## config.mk

```make
export PLATFORM = sky130hd
export DESIGN_NAME = sub_result_fifo
export DESIGN_NICKNAME = d
export VERILOG_FILES = /design/src/rtl/sub_result_fifo.sv
export SDC_FILE = /design/constraint.sdc
export NUM_CORES = 1
export LEC_CHECK = 0
export BUFFER_PORTS_ARGS = -buffer_cell sky130_fd_sc_hd__buf_2
export CORE_UTILIZATION = 54
export CTS_CLUSTER_DIAMETER = 120
export DETAILED_ROUTE_END_ITERATION = 10
export HOLD_SLACK_MARGIN = 0.02
export PLACE_DENSITY_LB_ADDON = 0.25
export REMOVE_ABC_BUFFERS = 1
export SYNTH_ARGS = -nofsm -noshare
export SYNTH_HDL_FRONTEND = slang
export SYNTH_SLANG_ARGS = --single-unit
```

## constraint.sdc

```tcl
create_clock -name clk -period 2.5 [get_ports clk]
set_input_delay 0.5 -clock clk [delete_from_list [all_inputs] [get_ports clk]]
set_output_delay 0.5 -clock clk [all_outputs]
set_load 0.05 [all_outputs]
```

## src/rtl/sub_result_fifo.sv

```systemverilog
// rtl/sub_result_fifo.sv - result FIFO behind the subtractor with borrow split and saturating borrow counter
//
// Captures the (DATA_WIDTH+1)-bit subtractor result X into a DEPTH-entry FIFO.
// The head entry is presented as a wrapped difference plus a borrow flag.
//
// Ports:
//   clk, rst_n   clock and asynchronous active-low reset
//   clr          synchronous flush of FIFO contents and borrow counter
//   in_valid     upstream result valid
//   in_ready     FIFO can accept (not full)
//   in_x         subtractor result X
//   out_valid    head entry available (not empty)
//   out_ready    consumer takes head entry
//   out_diff     head X[DATA_WIDTH-1:0], zero when empty
//   out_borrow   head X[DATA_WIDTH], zero when empty
//   count        occupancy 0..DEPTH
//   full, empty  occupancy flags
//   borrow_cnt   saturating number of accepted entries with borrow set
module sub_result_fifo #(
    parameter int DATA_WIDTH = 4,
    parameter int DEPTH      = 4,
    parameter int CNT_WIDTH  = 8
) (
    input  logic                     clk,
    input  logic                     rst_n,
    input  logic                     clr,
    input  logic                     in_valid,
    output logic                     in_ready,
    input  logic [DATA_WIDTH:0]      in_x,
    output logic                     out_valid,
    input  logic                     out_ready,
    output logic [DATA_WIDTH-1:0]    out_diff,
    output logic                     out_borrow,
    output logic [$clog2(DEPTH):0]   count,
    output logic                     full,
    output logic                     empty,
    output logic [CNT_WIDTH-1:0]     borrow_cnt
);

    localparam int PW = $clog2(DEPTH);
    localparam int CW = PW + 1;

    logic [DATA_WIDTH:0] mem [DEPTH];
    logic [PW-1:0]       wr_ptr;
    logic [PW-1:0]       rd_ptr;
    logic                push;
    logic                pop;
    logic [DATA_WIDTH:0] head;

    // Flags come from registered occupancy only, so in_ready never
    // depends combinationally on out_ready.
    assign full      = (count == CW'(DEPTH));
    assign empty     = (count == '0);
    assign in_ready  = !full;
    assign out_valid = !empty;

    assign push = in_valid && in_ready;
    assign pop  = out_valid && out_ready;

    // Head data is masked while empty so stale storage never leaks out.
    assign head       = mem[rd_ptr];
    assign out_diff   = empty ? '0 : head[DATA_WIDTH-1:0];
    assign out_borrow = empty ? 1'b0 : head[DATA_WIDTH];

    always_ff @(posedge clk or negedge rst_n) begin
        if (!rst_n) begin
            wr_ptr     <= '0;
            rd_ptr     <= '0;
            count      <= '0;
            borrow_cnt <= '0;
        end else if (clr) begin
            wr_ptr     <= '0;
            rd_ptr     <= '0;
            count      <= '0;
            borrow_cnt <= '0;
        end else begin
            if (push) begin
                wr_ptr <= wr_ptr + PW'(1);
            end
            if (pop) begin
                rd_ptr <= rd_ptr + PW'(1);
            end
            case ({push, pop})
                2'b10:   count <= count + CW'(1);
                2'b01:   count <= count - CW'(1);
                default: count <= count;
            endcase
            if (push && in_x[DATA_WIDTH] && (borrow_cnt != '1)) begin
                borrow_cnt <= borrow_cnt + CNT_WIDTH'(1);
            end
        end
    end

    // Storage needs no reset: occupancy gates every read of it.
    always_ff @(posedge clk) begin
        if (push && !clr) begin
            mem[wr_ptr] <= in_x;
        end
    end

endmodule

```

==> impl_metrics.env, run 1 <==
export IMPL_grt_pass1_vias=1040
export IMPL_cts_resized=0
export IMPL_io_buffers=29
export IMPL_criticalPathCategory="register to primary output"
export IMPL_drc=4
export IMPL_powerDensity_nw_per_um2=1050
export IMPL_top_usage_layer="met1"
export IMPL_grt_use_met1_pct=30.5
export IMPL_nFillCells=208
export IMPL_synth_cells=130
export IMPL_outcome="finished with violations"
export IMPL_setup_viol=0
export IMPL_period_minus_slack_ps=2330
export IMPL_clock_fmax_mhz=429
export IMPL_post_synth_top_area_cell="edfxtp_1"
export IMPL_grt_max_degree=20
export IMPL_die_area_um2=3340
export IMPL_arrival_ps=1830
export IMPL_synth_seq_cells=35
export IMPL_p_leak_nw=0.800
export IMPL_tns_ps=0
export IMPL_grt_first_pass_wirelength_um=5040
export IMPL_place_hpwl_um=2150
export IMPL_start_kind="register"
export IMPL_placed_area_um2=1860
export IMPL_synthTopCellsByArea="edfxtp_1 36%, dfrtp_1 22%, mux4_2 6.7%, ha_1 3.7%, nor2b_1 2.6%"
export IMPL_slew_violations=0
export IMPL_relSlewSlack_pct=64.7
export IMPL_drt_iter0_markers=45
export IMPL_first_pass_iters=7
export IMPL_clockBufferDepth=2
export IMPL_finalCoreUtilization_pct=67.9
export IMPL_htreeDepth=2
export IMPL_cts_setup_buffers=0
export IMPL_antenna_found_initial=0
export IMPL_nNetsFinal=180
export IMPL_clkSinkCount=35
export IMPL_layoutNonFillerInstCount=196
export IMPL_postRouteAntennaNets=0
export IMPL_regArea_um2=976
export IMPL_dieWidth_um=57.8
export IMPL_max_stage_delay_ps=590
export IMPL_syn_area_um2=1680
export IMPL_cp_max_fo=8
export IMPL_end_kind="primary output"
export IMPL_vias_per_cell=5.72
export IMPL_clockRootBuffer="clkbuf_4"
export IMPL_fin_skew_ps=5.48
export IMPL_path_cells="or3b_1 -> inv_2 -> buf_2"
export IMPL_ys_warn_count=0
export IMPL_rows=19
export IMPL_r2r_cells=6
export IMPL_clkLatencyLatePin_ps=340
export IMPL_met3_usage_pct=7.37
export IMPL_cts_tree="done"
export IMPL_core_area_um2=2850
export IMPL_multi_input_area_um2=659
export IMPL_use_met2_pct=30.1
export IMPL_grt_usage_pct=21.1
export IMPL_ys_types=36
export IMPL_finalWirelength_um=3060
export IMPL_io_pins=30
export IMPL_die_y_um=57.8
export IMPL_num_vias=1122
export IMPL_tightest_slew_ps=525
export IMPL_clk_pin_slew_ps=110
export IMPL_drive_gt1_share_pct=29.7
export IMPL_layout_setup_ws_ps=169
export IMPL_fin_area_um2=1940
export IMPL_ir_drop_mv=0.474
export IMPL_pre_cts_ws_ps=489
export IMPL_insertedDiodeCount=0
export IMPL_period_share_pct=93.2
export IMPL_grt_setup_unrepaired="no"
export IMPL_yosysTopAreaCellShare_pct=35.7
export IMPL_grt_ovfl_total=0
export IMPL_violations="DRC"
export IMPL_start_util_pct=58.9
export IMPL_critical_path_required_ps=2000
export IMPL_hold_class="input pin to asynchronous set/reset pin"
export IMPL_dp_cells=188
export IMPL_routabilityCongestion=0.860
export IMPL_ys_seq_area_share_pct=58.1
export IMPL_cts_hold_buf=0
export IMPL_synth_area_per_cell_um2=12.9
export IMPL_syn_to_final_growth_pct=15.3
export IMPL_finalHoldViolCount=0
export IMPL_crit_slowest_cell="or3b_1"
export IMPL_routedWlPerCell_um=15.6
export IMPL_cap_viol_max_count=0
export IMPL_r2r_setup_slack_ps=450
export IMPL_numCtsBuffers=5
-- placed cells by master, fill, tap and decap left out, types with 3 or more instances in the layout --
master	count
a21oi_1	7
and2_1	4
buf_2	29
clkbuf_4	5
dfrtp_1	15
edfxtp_1	20
ha_1	5
inv_1	5
mux2i_1	3
mux4_2	5
nand2_1	6
nand3_1	3
nor2_1	10
nor2b_1	7
nor3_1	5
o21ai_0	3
xnor2_1	3
-- worst paths after layout --
kind | from | endpoint
max | count[0]$_DFFE_PN0P_ | full
min | rst_n | rd_ptr[1]$_DFFE_PN0P_
max reg2reg | count[2]$_DFFE_PN0P_ | count[2]$_DFFE_PN0P_
min reg2reg | borrow_cnt[7]$_DFFE_PN0P_ | borrow_cnt[7]$_DFFE_PN0P_
max in group asynchronous | rst_n | rd_ptr[0]$_DFFE_PN0P_
min in group clk | in_x[2] | mem[1][2]$_DFFE_PP_
-- final cells by class --
class / count / share of cell area, %
sequential: 35 / 50.4
multi-input combinational: 85 / 34.0
timing repair buffer: 31 / 8.26
clock inverter: 3 / 2.26
tap: 31 / 2.00
clock buffer: 5 / 1.94
inverter: 6 / 1.16
-- metal layers --
metal  vias to the layer above  share of wire (%)
met1                       541                 46
met5                         -                  0
li1                        548                  -
met4                         0                1.2
met3                         5                5.1
met2                        28                 47
-- Yosys cell counts --
cell type / instances
a311oi_1: 1
mux2i_1: 3
o21ai_0: 3
buf_6: 1
o31ai_2: 1
or3_1: 2
nor4_1: 2
nor2_1: 10
nand3b_1: 1
a21oi_2: 1
clkbuf_1: 3
xnor2_1: 3
inv_1: 5
and2_1: 4
ha_1: 5
mux4_2: 5
nand2b_1: 2
edfxtp_1: 20
nand2_4: 1
a41oi_1: 1
a211o_1: 1
nand3_2: 1
nor4b_1: 2
nor3_1: 5
a21o_1: 1
a21oi_1: 7
dfrtp_1: 15
nand2_1: 6
mux2_1: 2
inv_2: 1
nand4_1: 2
and3_1: 1
fa_1: 1
nand3_1: 3
or3b_1: 1
nor2b_1: 7
-- stage by stage --
step                      total power, mW  hold WS (ps)
final                                2.03          46.7
after global routing                 2.12          46.8
after floorplan                      1.41           204
after CTS                            2.04          52.0
after detailed placement             1.63           433
after global placement               1.61           422
-- flip-flops by register name, summed over array words and instances, names as in the netlist --
signal / flops
mem: 20
borrow_cnt: 8
count: 3
rd_ptr: 2
wr_ptr: 2
-- logic make-up (layout without fill, tap and decap cells) --
group,Yosys count,in the layout,share of synthesized area [%]
AND/OR/NAND/NOR,50,50,16.7
multiplexers,10,10,9.83
adder cells (fa/ha/maj),6,6,4.91
flip-flops,35,35,58.1
XOR/XNOR,3,3,1.56
buffers and inverters,10,45,2.68
AO/OA/AOI/OAI,16,16,6.25
-- critical path: cells and delay by family, from the launching register on --
kind          cells  cell delay [ps]
buf+inv           2              420
flops             1              480
simple gates      1              590
-- power by group --
part / switching [mW] / internal, mW
registers: 0.0751 / 0.668
logic: 0.605 / 0.268
clock network: 0.199 / 0.210
Power figures use the tool's default switching activity.
==> run 2, diff against run 1 <==
--- a/config.mk
+++ b/config.mk
@@ -8,3 +8,3 @@
 export BUFFER_PORTS_ARGS = -buffer_cell sky130_fd_sc_hd__buf_2
-export CORE_UTILIZATION = 54
+export CORE_UTILIZATION = 55
 export CTS_CLUSTER_DIAMETER = 120
==> constraint.sdc (replaced) <==
create_clock -name clk -period 2.8 [get_ports clk]
set_input_delay 0.56 -clock clk [delete_from_list [all_inputs] [get_ports clk]]
set_output_delay 0.56 -clock clk [all_outputs]
set_load 0.02 [all_outputs]
==> run 2 against run 1 <==
Compared with the run above:
- the flow still finishes with violations (DRC)
- worst hold slack gained 55 ps
- first-iteration DRC count up 36%
- global-route usage increased by 0.24 points
- combinational power fell by 39%
- register-to-register slack improved by 240 ps
- critical endpoint is now out_borrow
- largest cell class unchanged
- highest routed layer unchanged
==> impl_metrics.env, run 2 (synthesized netlist as in run 1, its figures left out) <==
export IMPL_outcome="finished with violations"
export IMPL_violations="DRC"
export IMPL_core_area_um2=2830
export IMPL_die_area_um2=3280
export IMPL_routabilityCongestion=0.871
export IMPL_layout_common_cells="29 x buf_2, 20 x edfxtp_1, 15 x dfrtp_1, 10 x nor2_1"
export IMPL_place_hpwl_um=2160
export IMPL_powerDensity_nw_per_um2=845
export IMPL_largest_register_ffs=20
export IMPL_grt_first_pass_wirelength_um=4890
export IMPL_clockBufferDepth=2
export IMPL_regMostFlops="mem"
export IMPL_insertedDiodeCount=0
export IMPL_grt_use_met1_pct=30.7
export IMPL_syn_to_final_growth_pct=15.6
export IMPL_setup_viol=0
export IMPL_critical_path_required_ps=2240
export IMPL_multi_input_area_um2=659
export IMPL_crit_slowest_cell="dfrtp_1"
export IMPL_total_power_mw=1.64
export IMPL_layoutNonFillerInstCount=194
export IMPL_drive_gt1_share_pct=28.2
export IMPL_tightest_slew_ps=732
export IMPL_regArea_um2=976
export IMPL_criticalPathCategory="register to primary output"
export IMPL_path_buf_inv=1
export IMPL_clkLatencyLatePin_ps=340
export IMPL_drt_iter0_markers=61
export IMPL_first_pass_iters=7
export IMPL_finalHoldViolCount=0
export IMPL_clk_pin_slew_ps=110
export IMPL_grt_setup_unrepaired="no"
export IMPL_finalWirelength_um=3020
export IMPL_relSlewSlack_pct=50.8
export IMPL_cp_top_family="flip-flops"
export IMPL_arrival_ps=1780
export IMPL_clockRootBuffer="clkbuf_4"
export IMPL_end_kind="primary output"
export IMPL_cts_tree="done"
export IMPL_cts_hold_buf=0
export IMPL_hold_class="input pin to asynchronous set/reset pin"
export IMPL_cap_viol_max_count=0
export IMPL_numCtsBuffers=5
export IMPL_start_kind="register"
export IMPL_postRouteAntennaNets=0
export IMPL_grt_pass1_vias=1030
export IMPL_cts_setup_buffers=0
export IMPL_cts_resized=0
export IMPL_grt_ovfl_total=0
export IMPL_p_leak_nw=0.798
export IMPL_io_pins=30
export IMPL_use_met2_pct=29.2
export IMPL_start_util_pct=59.4
export IMPL_grt_max_degree=20
export IMPL_dieWidth_um=57.3
export IMPL_period_share_pct=83.5
export IMPL_ir_drop_mv=0.480
export IMPL_antenna_found_initial=0
export IMPL_htreeDepth=2
export IMPL_tns_ps=0
export IMPL_hold_worst_slack_ps=102
export IMPL_top_usage_layer="met1"
export IMPL_met3_usage_pct=7.71
export IMPL_finalCoreUtilization_pct=68.7
export IMPL_vias_per_cell=5.81
export IMPL_rows=19
export IMPL_drc=4
export IMPL_nFillCells=207
export IMPL_cp_max_fo=6
export IMPL_grt_usage_pct=21.3
export IMPL_die_y_um=57.3
export IMPL_clkSinkCount=35
export IMPL_period_minus_slack_ps=2340
export IMPL_final_common_cell="buf_2"
export IMPL_dp_cells=186
export IMPL_io_buffers=29
export IMPL_clock_fmax_mhz=428
export IMPL_slew_violations=0
export IMPL_max_stage_delay_ps=560
export IMPL_reg_top3="mem (20), borrow_cnt (8), count (3)"
export IMPL_path_cells="mux4_2 -> nor2b_1 -> buf_2"
export IMPL_fin_skew_ps=7.24
export IMPL_routedWlPerCell_um=15.6
export IMPL_nNetsFinal=178
export IMPL_num_vias=1127
-- run 2: changes by cell type in the layout (fill, tap and decap cells not counted) --
cell	change
buf_4	-2
bufinv_16	+1
clkbuf_1	+1
clkinv_2	-1
clkinv_4	-1
-- run 2: metrics by stage --
step                      instance area [um^2]  worst slack, ps
after floorplan                           1660              616
after global placement                    1840              802
after detailed placement                  1840              713
after CTS                                 1940              421
after global routing                      1940              320
final                                     1940              463
-- run 2: cell type report --
cell class	count	share of cell area, %
Clock buffer	6	2.12
Timing Repair Buffer	29	7.47
Tap cell	31	2.00
Multi-Input combinational cell	85	33.9
Inverter	6	1.16
Sequential cell	35	50.2
Clock inverter	2	3.09
-- run 2: path summary, 6_finish.rpt --
check	startpoint	end	slack [ps]	depth (start not counted)
max in group asynchronous	rst_n	count[0]$_DFFE_PN0P_	2440	1
min	rst_n	borrow_cnt[2]$_DFFE_PN0P_	100	1
min in group clk	in_x[3]	mem[2][3]$_DFFE_PP_	430	1
min reg2reg	wr_ptr[1]$_DFFE_PN0P_	wr_ptr[1]$_DFFE_PN0P_	580	2
max	rd_ptr[0]$_DFFE_PN0P_	out_borrow	460	3
max reg2reg	count[0]$_DFFE_PN0P_	count[2]$_DFFE_PN0P_	690	6
-- run 2: worst reg2reg max path, stage by stage (launching register included) --
cell,delay (ps)
dfrtp_1,470
o31ai_2,500
a21oi_1,110
fa_1,410
a211o_1,250
a21o_1,190
a21oi_2,110
-- run 2: power by group --
part / internal [mW] / switching, mW / total (mW)
registers: 0.597 / 0.0671 / 0.664
logic: 0.218 / 0.314 / 0.532
clock network: 0.279 / 0.167 / 0.446
-- run 2: metal layers --
metal / vias up / part of all wire [%]
met4: 0 / 2.2
met3: 5 / 5.4
met1: 549 / 46
li1: 540 / -
met5: - / 0
met2: 33 / 47
